[src/rtl/indirect_bank_tracker_pkg.sv]
// Shared constants for the 6509 indirect-bank tracker.
// This package holds the state encoding and the opcode match for LDA/STA (zp),Y.
package indirect_bank_tracker_pkg;

  typedef enum logic [2:0] {
    ST_IDLE = 3'd0,
    ST_OPR  = 3'd1,
    ST_PLO  = 3'd2,
    ST_PHI  = 3'd3,
    ST_FIX  = 3'd4,
    ST_DAT  = 3'd5
  } state_t;

  // Bit 5 is the only difference between $91 and $B1, so it is masked out.
  localparam logic [7:0] OPC_MASK = 8'hDF;
  localparam logic [7:0] OPC_VAL  = 8'h91;

endpackage

[src/rtl/indirect_bank_tracker_if.sv]
// CPU-side bus signals observed by the tracker, and the tracker outputs.
// The master modport is the CPU/socket side; the slave modport is the tracker.
interface indirect_bank_tracker_if;

  logic       sync;
  logic       r_w;
  logic       _rdy;
  logic [7:0] data_6502;
  logic       ext_mode;
  logic       sel_bank;
  logic       busy;
  logic       is_store;
  logic [2:0] cyc;

  modport master (
    output sync, r_w, _rdy, data_6502, ext_mode,
    input  sel_bank, busy, is_store, cyc
  );

  modport slave (
    input  sync, r_w, _rdy, data_6502, ext_mode,
    output sel_bank, busy, is_store, cyc
  );

endinterface

[src/rtl/indirect_bank_tracker.sv]
// Bus-cycle tracker for LDA/STA (zp),Y that drives sel_bank for the bank mux.
// state | meaning: IDLE none, OPR zp fetch, PLO ptr lo, PHI ptr hi, FIX 1st indirect, DAT 2nd indirect/next opcode
module indirect_bank_tracker
  import indirect_bank_tracker_pkg::*;
(
  input  logic                    phi2_6509,
  input  logic                    _reset,
  indirect_bank_tracker_if.slave  bus
);

  state_t r_state;
  state_t w_next;
  logic   r_is_store;
  logic   w_qual;
  logic   w_complete;
  logic   w_load_op;

  assign w_qual     = bus.sync && ((bus.data_6502 & OPC_MASK) == OPC_VAL);
  // NMOS 6502 ignores RDY on write cycles, so writes always complete.
  assign w_complete = bus._rdy || !bus.r_w;
  assign w_load_op  = w_complete && !bus.ext_mode && w_qual;

  always_comb begin
    w_next = r_state;
    if (bus.ext_mode) begin
      w_next = ST_IDLE;
    end else if (w_complete) begin
      case (r_state)
        ST_IDLE: w_next = w_qual ? ST_OPR : ST_IDLE;
        ST_OPR:  w_next = bus.sync ? (w_qual ? ST_OPR : ST_IDLE) : ST_PLO;
        ST_PLO:  w_next = bus.sync ? (w_qual ? ST_OPR : ST_IDLE) : ST_PHI;
        ST_PHI:  w_next = bus.sync ? (w_qual ? ST_OPR : ST_IDLE) : ST_FIX;
        ST_FIX:  w_next = bus.sync ? (w_qual ? ST_OPR : ST_IDLE) : ST_DAT;
        ST_DAT:  w_next = w_qual ? ST_OPR : ST_IDLE;
        default: w_next = ST_IDLE;
      endcase
    end
  end

  always_ff @(negedge phi2_6509 or negedge _reset) begin
    if (!_reset) begin
      r_state <= ST_IDLE;
    end else begin
      r_state <= w_next;
    end
  end

  // Every qualifying completed opcode fetch enters OPR, so latch the store flag there.
  always_ff @(negedge phi2_6509 or negedge _reset) begin
    if (!_reset) begin
      r_is_store <= 1'b0;
    end else if (w_load_op) begin
      r_is_store <= !bus.data_6502[5];
    end
  end

  assign bus.sel_bank = !bus.ext_mode &&
                        ((r_state == ST_FIX) || ((r_state == ST_DAT) && !bus.sync));
  assign bus.busy     = (r_state != ST_IDLE);
  assign bus.is_store = r_is_store;
  assign bus.cyc      = r_state;

endmodule

[src/flat_wrapper.sv]
// flat-port wrapper written by rule: the top's interface ports become plain ports
module indirect_bank_tracker_flat import indirect_bank_tracker_pkg::*;
  (phi2_6509, _reset, bus_sync, bus_r_w, bus__rdy, bus_data_6502, bus_ext_mode, bus_sel_bank, bus_busy, bus_is_store, bus_cyc);
  indirect_bank_tracker_if bus_i ();
  input  logic phi2_6509;
  input  logic _reset;
  input wire logic [$bits(bus_i.sync)-1:0] bus_sync;
  input wire logic [$bits(bus_i.r_w)-1:0] bus_r_w;
  input wire logic [$bits(bus_i._rdy)-1:0] bus__rdy;
  input wire logic [$bits(bus_i.data_6502)-1:0] bus_data_6502;
  input wire logic [$bits(bus_i.ext_mode)-1:0] bus_ext_mode;
  output wire logic [$bits(bus_i.sel_bank)-1:0] bus_sel_bank;
  output wire logic [$bits(bus_i.busy)-1:0] bus_busy;
  output wire logic [$bits(bus_i.is_store)-1:0] bus_is_store;
  output wire logic [$bits(bus_i.cyc)-1:0] bus_cyc;
  assign bus_i.sync = bus_sync;
  assign bus_i.r_w = bus_r_w;
  assign bus_i._rdy = bus__rdy;
  assign bus_i.data_6502 = bus_data_6502;
  assign bus_i.ext_mode = bus_ext_mode;
  assign bus_sel_bank = bus_i.sel_bank;
  assign bus_busy = bus_i.busy;
  assign bus_is_store = bus_i.is_store;
  assign bus_cyc = bus_i.cyc;
  indirect_bank_tracker u_core (.phi2_6509(phi2_6509), ._reset(_reset), .bus(bus_i));
endmodule
[config.mk]
export PLATFORM = sky130hd
export DESIGN_NAME = indirect_bank_tracker_flat
export DESIGN_NICKNAME = d
export VERILOG_FILES = /design/src/rtl/indirect_bank_tracker_pkg.sv /design/src/rtl/indirect_bank_tracker_if.sv /design/src/rtl/indirect_bank_tracker.sv /design/src/flat_wrapper.sv
export SDC_FILE = /design/constraint.sdc
export NUM_CORES = 1
export LEC_CHECK = 0
export ABC_AREA = 1
export CAP_MARGIN = 20
export CORE_AREA = 2 2 39 41
export DETAILED_ROUTE_END_ITERATION = 10
export DIE_AREA = 0 0 41 43
export DONT_BUFFER_PORTS = 1
export GPL_TIMING_DRIVEN = 0
export PLACE_DENSITY_LB_ADDON = 0.3
export SYNTH_ARGS = -nofsm -noshare
export SYNTH_HDL_FRONTEND = slang
export SYNTH_SLANG_ARGS = --single-unit
[constraint.sdc]
create_clock -name phi2_6509 -period 1.95 [get_ports phi2_6509]
set_clock_uncertainty 0.15 [all_clocks]
set_input_delay 0.39 -clock phi2_6509 [delete_from_list [all_inputs] [get_ports phi2_6509]]
set_output_delay 0.39 -clock phi2_6509 [all_outputs]
set_load 0.02 [all_outputs]
==> reports/qor.csv <==
metric,value,unit
worst hold stages,4,
number of top-level design ports,20,
fraction of layout cells with a size suffix above 1,34.6,%
core region area,0.00138,mm²
worst ir drop on vdd,0.199,mV
first-iteration detailed-routing DRC count,7,
count of maximum capacitance violations,0,
most frequently used flop master after synthesis,dfrtn_1,
die area,0.00176,mm²
cell depth of the worst flop-to-flop path,5,
number of cells produced by synthesis,49,
part of the total power dissipated in the clock network,43.5,%
routed vias/inst,4.57,
distinct cell type count after synthesis,10,
internal cell power,0.168,mW
number of antenna violations at the first check in global routing,0,
total power,0.227,mW
Post-CTS Repair Setup Buffers,0,
routed wire length,702,µm
per-cell routed wire length,10.3,µm
WP data required,1410,ps
most common library cells after synthesis,"15 x nand2_1, 9 x inv_1, 6 x nand3_1, 5 x nor2_1",
total iterations of the first detailed-routing run,4,
share of the synthesized area in the top cell type,34.5,%
global-route wire length before repair,1090,µm
run status,"complete, but fails checks",
final number of hold-violating endpoints,0,
end of the worst hold path,u_core.bus.is_store$_DFFE_NN0P_,
Critical R2R Launch,u_core.bus.cyc[0]$_DFFE_NN0P_,
effective utilization at floorplan,21.0,%
placed wire-length estimate after detailed placement,575,µm
Netlist Area Pre-Place,290,µm²
Die Wd,41,µm
share of synthesized area occupied by flip-flops and latches,34.5,%
hold_sp,u_core.bus.is_store$_DFFE_NN0P_,
Post-Synthesis Mean Instance Area,5.92,µm²
Register-to-Register Setup Slack,550,ps
final global-route overflow total,0,
critical path class,register to primary output,
startpoint type of the worst setup path,register,
Hold Slack,479,ps
leading area contributor after synthesis,dfrtn_1,
CTS tree,yes,
Syn Nets,63,
net switching power of the design,0.0591,mW
number of flip-flops and latches in the synthesized netlist,4,
Placer Congestion,0.770,
actual slew at the worst max-slew pin,408,ps
y dimension of the die,43,µm
number of design rule violations left after detail routing,0,
portion of total power attributed to combinational logic,14.6,%
"Async S/R FF share, synth",100,%
maximum net fanout on the critical path,7,
clock latency on the worst-skew pair,240,ps
leading cell type by number of instances after synthesis,nand2_1,
overall routing resource usage,9.27,%
final-report max-slew violation count,0,
clock sink count,4,
ranking of synthesized cells by area,"dfrtn_1 34%, nand2_1 19%, inv_1 12%, nand3_1 10%, o21ai_0 6.9%",
worst rel slew slack,72.8,%
count of input and output buffers,0,
number of cell rows,14,
number of flops mapped to enable cells by yosys,0,
power per unit of standard cell area,577,mW/mm²
number of global-route vias before repair,294,
unrepaired setup endpoints after global routing,yes,
clock edge transition at the registers on the reported setup and hold paths,30,ps
share of power burned in registers,41.9,%
final net count,68,
pin count of the biggest net entering global routing,8,
Min-Delay Path Class,register to register,
Syn. warnings,0,
r2r endpoint,u_core.bus.cyc[1]$_DFFE_NN0P_,
failing checks,setup timing,
sw frac,26.0,%
area growth from synthesis to final layout,35.8,%
Ant. Diodes,0,
Leak Pwr,0.177,nW
data arrival at the endpoint of the critical path,2200,ps
Crit. End Element,primary output,
CTS Root Cell,clkbuf_4,
buffer depth of the longest clock path,2,
number of failing setup endpoints in the final timing report,6,
Fillers,149,
final critical-path setup slack,-785,ps
CTS Buf Count,3,
Detail Route Antenna Nets,0,
maximum level of the CTS H-tree,1,
final core utilization,28.5,%
vias after detailed routing,311,
## power by group through the flow
| stage | Combinational (mW) | Sequential (mW) | Clock (mW) |
|---|---|---|---|
| global placement | 0.0305 | 0.0963 | 0 |
| CTS | 0.0311 | 0.0954 | 0.104 |
| detailed placement | 0.0309 | 0.0963 | 0 |
| global route | 0.0376 | 0.0957 | 0.113 |
| finish | 0.0332 | 0.0952 | 0.0990 |
| floorplan | 0.0272 | 0.0949 | 0 |
## worst max path at each step
stage | startpoint | end | cells past startpoint
2_1_floorplan | u_core.bus.cyc[2]$_DFFE_NN0P_ | bus_sel_bank | 2
3_3_place_gp | u_core.bus.cyc[2]$_DFFE_NN0P_ | bus_sel_bank | 2
3_5_place_dp | u_core.bus.cyc[2]$_DFFE_NN0P_ | bus_sel_bank | 2
4_1_cts | u_core.bus.cyc[2]$_DFFE_NN0P_ | bus_sel_bank | 2
5_1_grt | u_core.bus.cyc[2]$_DFFE_NN0P_ | bus_sel_bank | 2
6_report | u_core.bus.cyc[2]$_DFFE_NN0P_ | bus_sel_bank | 2
## kinds of logic after synthesis
logic type,after synthesis,share of synthesized area [%]
and+or+nand+nor,28,40.5
buffers and inverters,10,12.9
AOI/OAI and AO/OA,7,12.1
DFF,4,34.5
## flip-flops by register name, summed over array words and instances (netlist names)
name and flops:
u_core.bus.is_store 1, u_core.bus.cyc 3
## worst max-delay path, stage by stage (launching register included)
cell and delay, ps:
dfrtn_1 630, nand3_2 150, a21oi_4 200
## placed cells by master, fill, tap and decap left out
cell type  count
inv_1          6
nor2_1         1
nor2_4         1
nand2_2        3
nand3_1        5
nand2_4        1
nor2_2         4
inv_4          1
nand3_2        1
inv_2          2
o21ai_0        2
dfrtn_1        4
inv_12         1
a21oi_4        1
clkbuf_4       3
nand2_1       11
nand4_1        1
o21ai_1        2
a21oi_1        2
## final cells by class
cell class | instances | area [µm²] | area share (%)
Multi-Input combinational cell | 35 | 199 | 50.5
Sequential cell | 4 | 100 | 25.4
Inverter | 10 | 52.6 | 13.3
Clock buffer | 3 | 22.5 | 5.71
Tap cell | 16 | 20.0 | 5.08
## metrics by stage
stage               cell area (µm²)  worst slack [ps]  cells  setup TNS [ps]
floorplan                       334              -456     49           -1440
global placement                354              -525     65           -1940
detailed placement              354              -535     65           -1960
CTS                             377              -798     68           -3210
global route                    394              -848     68           -3400
finish                          394              -785     68           -3130
## per-layer routing
layer	share of wire [%]	GRT usage (%)	wire length (µm)
met1	39	9.77	273
met2	53	14.7	374
met5	0	0	0
met4	1.4	6.00	10
met3	6.1	3.14	43
## timing repair
action	CTS	global route
resized for setup	0	7
pin swaps	0	4
hold buffers	0	0
setup endpoints to repair	6	7
gates cloned	0	0
Note: power is estimated with default switching activity, not from simulation.
